<file path="src/rtl/mem_arb_pkg.sv">
// Shared types and constants for the unified memory port arbiter.
package mem_arb_pkg;

    // Which requester owns the memory port this cycle
    typedef enum logic [1:0] {
        GNT_NONE = 2'd0,
        GNT_IF   = 2'd1,
        GNT_DM   = 2'd2
    } gnt_e;

    // RISC-V load/store funct3 encodings
    localparam logic [2:0] F3_B  = 3'b000;
    localparam logic [2:0] F3_H  = 3'b001;
    localparam logic [2:0] F3_W  = 3'b010;
    localparam logic [2:0] F3_BU = 3'b100;
    localparam logic [2:0] F3_HU = 3'b101;

    // addi x0, x0, 0 -- returned for fetches outside the memory
    localparam logic [31:0] NOP_INSN = 32'h0000_0013;

    // Access size in bytes from funct3[1:0]; 2'b11 is reported as 4 (rejected elsewhere)
    function automatic logic [2:0] f3_size(input logic [2:0] funct3);
        logic [2:0] size;
        case (funct3[1:0])
            2'b00:   size = 3'd1;
            2'b01:   size = 3'd2;
            default: size = 3'd4;
        endcase
        return size;
    endfunction

endpackage

</file>
<file path="src/rtl/mem_arb_starve_ctr.sv">
// Saturating counter of consecutive cycles a pending fetch was denied.
module mem_arb_starve_ctr #(
    parameter int unsigned MAX = 3
) (
    input  logic i_clk,
    input  logic i_rst_n,
    input  logic i_inc,
    input  logic i_clr,
    output logic o_at_max
);

    localparam int unsigned CntW = (MAX < 2) ? 1 : $clog2(MAX + 1);

    logic [CntW-1:0] r_cnt;

    // Count denied cycles, stop at MAX, clear whenever fetch is served or idle
    always_ff @(posedge i_clk or negedge i_rst_n) begin
        if (!i_rst_n) begin
            r_cnt <= '0;
        end else if (i_clr) begin
            r_cnt <= '0;
        end else if (i_inc && (r_cnt != CntW'(MAX))) begin
            r_cnt <= r_cnt + CntW'(1);
        end
    end

    assign o_at_max = (r_cnt == CntW'(MAX));

endmodule

</file>
<file path="src/rtl/mem_port_arbiter.sv">
// Arbiter sharing one byte-addressed memory between IF fetch and MEM load/store.
// Optional perf counters are built when ARB_PERF_CNT_EN is defined.
module mem_port_arbiter
    import mem_arb_pkg::*;
#(
    parameter int unsigned MEM_BYTES  = 512,
    parameter int unsigned STARVE_MAX = 3,
    parameter int unsigned ADDR_W     = 32
) (
    input  logic              i_clk,
    input  logic              i_rst_n,
    input  logic              i_if_req,
    input  logic [ADDR_W-1:0] i_if_addr,
    output logic              o_if_gnt,
    output logic [31:0]       o_if_rdata,
    output logic              o_if_valid,
    input  logic              i_dm_read,
    input  logic              i_dm_write,
    input  logic [ADDR_W-1:0] i_dm_addr,
    input  logic [31:0]       i_dm_wdata,
    input  logic [2:0]        i_dm_funct3,
    output logic              o_dm_gnt,
    output logic [31:0]       o_dm_rdata,
    output logic              o_dm_valid,
    output logic              o_dm_err,
    output logic              o_stall_if,
    output logic              o_stall_dm,
    output logic              o_mem_read,
    output logic              o_mem_write,
    output logic [ADDR_W-1:0] o_mem_addr,
    output logic [31:0]       o_mem_wdata,
    output logic [2:0]        o_mem_funct3,
    input  logic [31:0]       i_mem_rdata,
    output logic [31:0]       o_perf_if_stall,
    output logic [31:0]       o_perf_dm_gnt
);

    gnt_e              w_gnt;
    logic              w_dm_req;
    logic              w_at_max;
    logic              w_starve_inc;
    logic [ADDR_W:0]   w_dm_end;
    logic [ADDR_W:0]   w_if_end;
    logic              w_dm_oob;
    logic              w_if_oob;
    logic              w_f3_bad;
    logic              w_dm_block;
    logic              w_dm_err;
    logic              w_dm_load_ok;

    logic [31:0]       r_if_rdata;
    logic              r_if_valid;
    logic [31:0]       r_dm_rdata;
    logic              r_dm_valid;
    logic              r_dm_err;

    assign w_dm_req = i_dm_read | i_dm_write;

    // One extra bit so that address wrap-around shows up as out of range
    assign w_dm_end = {1'b0, i_dm_addr} + (ADDR_W + 1)'(f3_size(i_dm_funct3));
    assign w_if_end = {1'b0, i_if_addr} + (ADDR_W + 1)'(4);
    assign w_dm_oob = (w_dm_end > (ADDR_W + 1)'(MEM_BYTES));
    assign w_if_oob = (w_if_end > (ADDR_W + 1)'(MEM_BYTES));

    // Read+write together is handled as a store, so store encodings apply
    assign w_f3_bad = i_dm_write ? (i_dm_funct3 > F3_W)
                                 : (i_dm_funct3 inside {3'b011, 3'b110, 3'b111});

    // Block strobes on bad address or encoding; read+write still stores but flags an error
    assign w_dm_block = w_dm_oob | w_f3_bad;
    assign w_dm_err   = w_dm_block | (i_dm_read & i_dm_write);

    // Pick the winner: DM by default, fetch once it has starved for STARVE_MAX cycles
    always_comb begin
        w_gnt = GNT_NONE;
        if (w_dm_req && !(w_at_max && i_if_req)) begin
            w_gnt = GNT_DM;
        end else if (i_if_req) begin
            w_gnt = GNT_IF;
        end
    end

    assign o_if_gnt   = (w_gnt == GNT_IF);
    assign o_dm_gnt   = (w_gnt == GNT_DM);
    assign o_stall_if = i_if_req & ~o_if_gnt;
    assign o_stall_dm = w_dm_req & ~o_dm_gnt;

    assign w_dm_load_ok = o_dm_gnt & i_dm_read & ~i_dm_write & ~w_dm_err;
    assign w_starve_inc = o_stall_if;

    // Steer the memory port to the winning requester
    always_comb begin
        o_mem_read   = 1'b0;
        o_mem_write  = 1'b0;
        o_mem_addr   = '0;
        o_mem_wdata  = '0;
        o_mem_funct3 = '0;
        case (w_gnt)
            GNT_IF: begin
                o_mem_read   = ~w_if_oob;
                o_mem_addr   = i_if_addr;
                o_mem_funct3 = F3_W;
            end
            GNT_DM: begin
                o_mem_read   = i_dm_read & ~i_dm_write & ~w_dm_block;
                o_mem_write  = i_dm_write & ~w_dm_block;
                o_mem_addr   = i_dm_addr;
                o_mem_wdata  = i_dm_wdata;
                o_mem_funct3 = i_dm_funct3;
            end
            default: ;
        endcase
    end

    mem_arb_starve_ctr #(
        .MAX (STARVE_MAX)
    ) u_starve_ctr (
        .i_clk    (i_clk),
        .i_rst_n  (i_rst_n),
        .i_inc    (w_starve_inc),
        .i_clr    (~w_starve_inc),
        .o_at_max (w_at_max)
    );

    // Capture read data at the end of the granted cycle; valid/err pulse one cycle later
    always_ff @(posedge i_clk or negedge i_rst_n) begin
        if (!i_rst_n) begin
            r_if_rdata <= '0;
            r_if_valid <= 1'b0;
            r_dm_rdata <= '0;
            r_dm_valid <= 1'b0;
            r_dm_err   <= 1'b0;
        end else begin
            r_if_valid <= o_if_gnt;
            r_dm_valid <= w_dm_load_ok;
            r_dm_err   <= o_dm_gnt & w_dm_err;
            if (o_if_gnt) begin
                r_if_rdata <= w_if_oob ? NOP_INSN : i_mem_rdata;
            end
            if (w_dm_load_ok) begin
                r_dm_rdata <= i_mem_rdata;
            end
        end
    end

    assign o_if_rdata = r_if_rdata;
    assign o_if_valid = r_if_valid;
    assign o_dm_rdata = r_dm_rdata;
    assign o_dm_valid = r_dm_valid;
    assign o_dm_err   = r_dm_err;

`ifdef ARB_PERF_CNT_EN
    logic [31:0] r_perf_if_stall;
    logic [31:0] r_perf_dm_gnt;

    // Free-running wrap-around event counters
    always_ff @(posedge i_clk or negedge i_rst_n) begin
        if (!i_rst_n) begin
            r_perf_if_stall <= '0;
            r_perf_dm_gnt   <= '0;
        end else begin
            if (o_stall_if) r_perf_if_stall <= r_perf_if_stall + 32'd1;
            if (o_dm_gnt)   r_perf_dm_gnt   <= r_perf_dm_gnt + 32'd1;
        end
    end

    assign o_perf_if_stall = r_perf_if_stall;
    assign o_perf_dm_gnt   = r_perf_dm_gnt;
`else
    assign o_perf_if_stall = '0;
    assign o_perf_dm_gnt   = '0;
`endif

endmodule
</file>
<file path="config.mk">
export PLATFORM = sky130hd
export DESIGN_NAME = mem_port_arbiter
export DESIGN_NICKNAME = d
export VERILOG_FILES = /design/src/rtl/mem_arb_pkg.sv /design/src/rtl/mem_arb_starve_ctr.sv /design/src/rtl/mem_port_arbiter.sv
export SDC_FILE = /design/constraint.sdc
export NUM_CORES = 1
export LEC_CHECK = 0
export ABC_CLOCK_PERIOD_IN_PS = 7100
export BUFFER_PORTS_ARGS = -buffer_cell sky130_fd_sc_hd__buf_2
export CORE_AREA = 2 2 133 135
export CTS_CLUSTER_SIZE = 10
export DETAILED_ROUTE_END_ITERATION = 10
export DIE_AREA = 0 0 135 137
export GPL_TIMING_DRIVEN = 1
export HOLD_SLACK_MARGIN = 0.08
export PLACE_DENSITY = 0.68
export SLEW_MARGIN = 10
export SYNTH_ARGS = -nofsm -noshare
export SYNTH_HDL_FRONTEND = slang
export SYNTH_SLANG_ARGS = --single-unit
</file>
<file path="constraint.sdc">
create_clock -name i_clk -period 7.1 [get_ports i_clk]
set_input_delay 1.775 -clock i_clk [delete_from_list [all_inputs] [get_ports i_clk]]
set_output_delay 1.775 -clock i_clk [all_outputs]
set_load 0.03 [all_outputs]
</file>
Yosys cells after proc, flatten, opt, wreduce, memory -nomap -nowiden
Cells that the tools add are included.

storage, ports and cells
  register bits = 69
  bits of input ports = 136
  output and inout bits = 204
  word-level logic and storage cells = 58

operators by class
  add/sub/neg operators = 3
  order comparisons = 3
  eq/ne operators = 9
  mux-type cells = 12
  bitwise operators = 19
  reduce and logical (&&, ||, !) cells = 6

operator list
  kind                     number
  $gt A33 B10 Y1 const B   2
  $mux W32                 2
  $pmux W32 S2             1
  $add A32 B3 Y33          1
  $add A32 B3 Y33 const B  1
  $pmux W3 S2              2
  $and A1 B1 Y1            10
  $eq A3 B3 Y1 const B     2
  $mux W2                  3
  $not A1 Y1               6
  $eq A2 B1 Y1 const B     2
  $eq A2 B2 Y1 const B     2
  $ne A2 B2 Y1 const B     2
  $eq A3 B2 Y1 const B     1
  $gt A3 B2 Y1 const B     1
  $logic_and A1 B1 Y1      3
  $mux W1                  3
  $or A1 B1 Y1             3
  $reduce_bool A3 Y1       1
  $add A2 B1 Y2 const B    1
  $logic_not A2 Y1         1
  $pmux W1 S2              1
  $logic_not A1 Y1         1

Logic depth before layout (Yosys ltp)
  word-level depth = 11
  depth in mapped cells = 12
  gate-level depth less buffers = 11

By module
Synthesis repeated with hierarchy kept, for this count alone.

second synthesis, totals
  cells, all modules = 564
  area total of the unflattened synthesis = 5,078.6 µm²

by module, submodules not included
  module              instances  cells an instance  area each (µm²)  sequential area each (µm²)
  mem_port_arbiter    1          554                4,954.8          1,676.6
  mem_arb_starve_ctr  1          10                 123.9            50.0

Worst setup path after synthesis
Ideal clock, no wire load.

  path kind = in2out
  start point = input i_dm_funct3[1]
  end point = output o_mem_read
  arrival = 4.510 ns
  required time = 5.325 ns
  setup slack = 0.815 ns
  cell stages on the path = 11
  buffers on the path = 0
  cell sequence = nor2_1 ha_1 fa_1 a21oi_1 nor3_2 a211o_1 a222oi_1 o2111ai_1 nor4_4 and3_1 o21bai_1

between the ends
  word-level cells in the longest chain between the ends = 8
  elaborated cells between the ends (all ways) = 15
  classes of those cells = 1 x add/sub; 2 x order compare; 4 x eq/ne; 3 x mux; 3 x bitwise; 2 x reduce/logical

RTL lines
  element                                                  RTL line                 source
  from (decl)                                              mem_port_arbiter.sv:21   input logic [2:0] i_dm_funct3,
  $eq A2 B1 Y1 / $logic_not A2 Y1 (equally long branches)  mem_arb_pkg.sv:24        case (funct3[1:0])
  $pmux W3 S2                                              mem_arb_pkg.sv:24
  $add A32 B3 Y33                                          mem_port_arbiter.sv:60   assign w_dm_end = {1'b0, i_dm_addr} + (ADDR_W + 1)'(f3_size(i_dm_funct3));
  $gt A33 B10 Y1                                           mem_port_arbiter.sv:62   assign w_dm_oob = (w_dm_end > (ADDR_W + 1)'(MEM_BYTES));
  $or A1 B1 Y1 (*)                                         mem_port_arbiter.sv:70   assign w_dm_block = w_dm_oob | w_f3_bad;
  $not A1 Y1 (*)                                           mem_port_arbiter.sv:105  o_mem_read = i_dm_read & ~i_dm_write & ~w_dm_block;
  $and A1 B1 Y1 (*)                                        mem_port_arbiter.sv:105
  $pmux W1 S2 (*)                                          mem_port_arbiter.sv:98   case (w_gnt)
  to (decl)                                                mem_port_arbiter.sv:28   output logic o_mem_read,

Mark *: on every way between the ends. The rest lies on a longest branch, timed or not.

Worst setup path in the final report
Same ends and word-level chain as after synthesis.

==> results_dict.tcl <==
set metrics [dict create \
    synth_seq_cells 69 \
    arrival_ps 4850 \
    layout_commonest_cell "buf_2" \
    start_util 0.289 \
    core_area_sq_mm 0.0171 \
    synth_edf_count 0 \
    p_leak_nw 3.65 \
    fillers 1725 \
    required_ps 5330 \
    p_sw_frac 0.328 \
    synthTopCellsByArea "dfrtp_1 35%, buf_4 9.9%, mux2_4 9.1%" \
    place.gp.congestion 0.853 \
    synth_top_area_frac 0.350 \
    path_clk_slew_ps 50 \
    yosysWarnings 0 \
    rows 48 \
    cts_max_level 3 \
    skew_ps 4.50 \
    crit_type "in2out" \
    final_cell_mix "275 x buf_2, 69 x nand2_1, 69 x dfrtp_1" \
    synth.distinct_cells 62 \
    drc 0 \
    grt_pass1_vias 4498 \
    cts_hold_buf 0 \
    cp_slowest_stage_delay_ps 420 \
    drtIter0Drc 201 \
    clk_path_buf_depth 2 \
    cts_buffers 9 \
    final-hold-violation-count 0 \
    area_growth_pct 33.7 \
    synth_cells 528 \
    period_needed_ps 6620 \
    whs_path_depth 1 \
    irDropWorstVdd_v 0.000140 \
    synthFlopType "dfrtp_1" \
    setup_viol 0 \
    clk_latency_ps 320 \
    postCtsSetupBuffers 0 \
    p_total_mw 1.13 \
    critPathSlowestCell "a21oi_1" \
    cts_resized 0 \
    endpoint_kind "output port" \
    fin_ws_ps 479 \
    netlist_area_sq_mm 0.00493 \
    fin_crit_sh 0.932 \
    antenna_cells 0 \
    ys_seq_area_frac 0.350 \
    cts_tree "yes" \
    slew_headroom 0.403 \
    grt_pass1_wl_microns 24600 \
    ios 340 \
    post-dp-hpwl_microns 13100 \
    wl_per_cell_microns 16.4 \
    r2r_start "u_starve_ctr.r_cnt[0]$_DFFE_PN0P_" \
    pwr-share-comb 0.259 \
    die_w_microns 135 \
    root_buffer "clkbuf_16" \
    cts_sinks 69 \
    die_h_microns 137 \
    async_flop_share 1.00 \
    vias 4864 \
    intPower_uw 758 \
    avgSynthCellArea_sq_um 9.34 \
    die-area_sq_mm 0.0185 \
    drive_above_1_share 0.431 \
    hold_slack_ps 446 \
    seqPwrFrac 0.351 \
    placedCellCount 1007 \
    drt-vias-per-instance 4.75 \
    crit_chain "buf_2 -> nor2_1 -> ha_1 -> fa_1 -> a21oi_1 -> nor3_2 -> a211o_1 -> a222oi_1 -> o2111ai_1 -> nor4_4 -> and3_1 -> o21bai_1 -> buf_2" \
    grtUsageTotal 0.170 \
    hold_class "reg2reg" \
    worstRegToRegCells 4 \
    hp-start "u_starve_ctr.r_cnt[0]$_DFFE_PN0P_" \
    p_clk_frac 0.390 \
    drv_cap 0 \
    outcome "finished, final reports clean" \
    fin_cells 1023 \
    fmax_mhz 151 \
    power_density_mw_per_mm2 171 \
    drv_slew 0 \
    path_max_fanout 7 \
    port_buffers 275 \
    finalSetupTns_ps 0 \
    worstMarginPinSlew_ps 887 \
    crit_top_cell "buf_2" \
    routed_wl_microns 16800 \
    route.antenna.remaining_nets 0 \
    antenna_found_initial 0 \
    nets 934 \
    yosysTopAreaCell "dfrtp_1" \
    firstDrtPassIters 4 \
    gr-total-overflow 0 \
    critPathLaunch "i_dm_funct3[1]" \
    rsz0062_at_grt "no" \
    power.switching_uw 370 \
    grt_max_degree 97 \
    cp-start-kind "input port" \
    pre_cts_slack_ps 417 \
]
[final timing paths]
path	end	slack (ps)
setup / recovery	o_mem_read	480
hold / removal	u_starve_ctr.r_cnt[0]$_DFFE_PN0P_	450
setup reg to reg	o_dm_rdata[17]$_DFFE_PN0P_	5020
hold reg to reg	u_starve_ctr.r_cnt[0]$_DFFE_PN0P_	450
max in group asynchronous	o_if_rdata[7]$_DFFE_PN0P_	4910
min in group asynchronous	o_dm_rdata[17]$_DFFE_PN0P_	1650
[metal layers]
| metal | routed length (microns) | GRT usage | vias up |
|---|---|---|---|
| met2 | 8290 | 0.297 | 250 |
| met4 | 177 | 0.0422 | 0 |
| met1 | 6880 | 0.214 | 2286 |
| met3 | 1410 | 0.0363 | 15 |
| li1 | - | - | 2313 |
| met5 | 0 | 0 | - |
[area by class of cell]
cell class | instances | area [sq um] | area share
Clock buffer | 11 | 243 | 0.0368
Timing Repair Buffer | 283 | 1440 | 0.218
Sequential cell | 69 | 1730 | 0.262
Multi-Input combinational cell | 425 | 2830 | 0.429
Clock inverter | 5 | 58.8 | 0.00892
Inverter | 5 | 18.8 | 0.00285
Tap cell | 225 | 282 | 0.0427
[through the flow]
stage / cell area, sq um / util
2_1_floorplan: 5170 / -
3_3_place_gp: 6290 / 0.369
4_1_cts: 6600 / 0.387
3_5_place_dp: 6290 / 0.369
6_report: 6600 / 0.387
5_1_grt: 6600 / 0.387
[cells in the mapped netlist (all sizes together) (9+ instances only)]
cell type and count:
a22o 35, and2 39, and3 9, buf 71, clkbuf 21, dfrtp 69
mux2 33, nand2 69, nand3 17, nand4 14, nor2 11, nor4 15
o21ai 35
[power by group through the flow]
stage	clock network [mW]	registers [mW]	logic, mW
6_report	0.440	0.396	0.292
2_1_floorplan	0	0.404	0.205
5_1_grt	0.466	0.396	0.316
3_5_place_dp	0	0.403	0.292
4_1_cts	0.451	0.396	0.293
3_3_place_gp	0	0.403	0.290
[cell families after synthesis]
family,share of synthesized area
XOR/XNOR,0.0213
other,0.000760
flip-flops,0.350
adder cells (fa/ha/maj),0.0142
AND/OR/NAND/NOR,0.224
multiplexers,0.106
AO/OA/AOI/OAI,0.156
buffers and inverters,0.128
[state kept, by name, summed over array words and instances, names as in the netlist]
signal	cells
o_dm_rdata	32
o_if_valid	1
o_dm_valid	1
u_starve_ctr.r_cnt	2
o_if_rdata	32
o_dm_err	1
[worst max-delay path: cells and delay by family]
| kind | cells | cell delay, ps |
|---|---|---|
| AND/OR/NAND/NOR | 4 | 770 |
| AO/OA/AOI/OAI | 5 | 1350 |
| adder cells (fa/ha/maj) | 2 | 600 |
| buffers and inverters | 2 | 350 |
(Power assumes the default switching activity.)
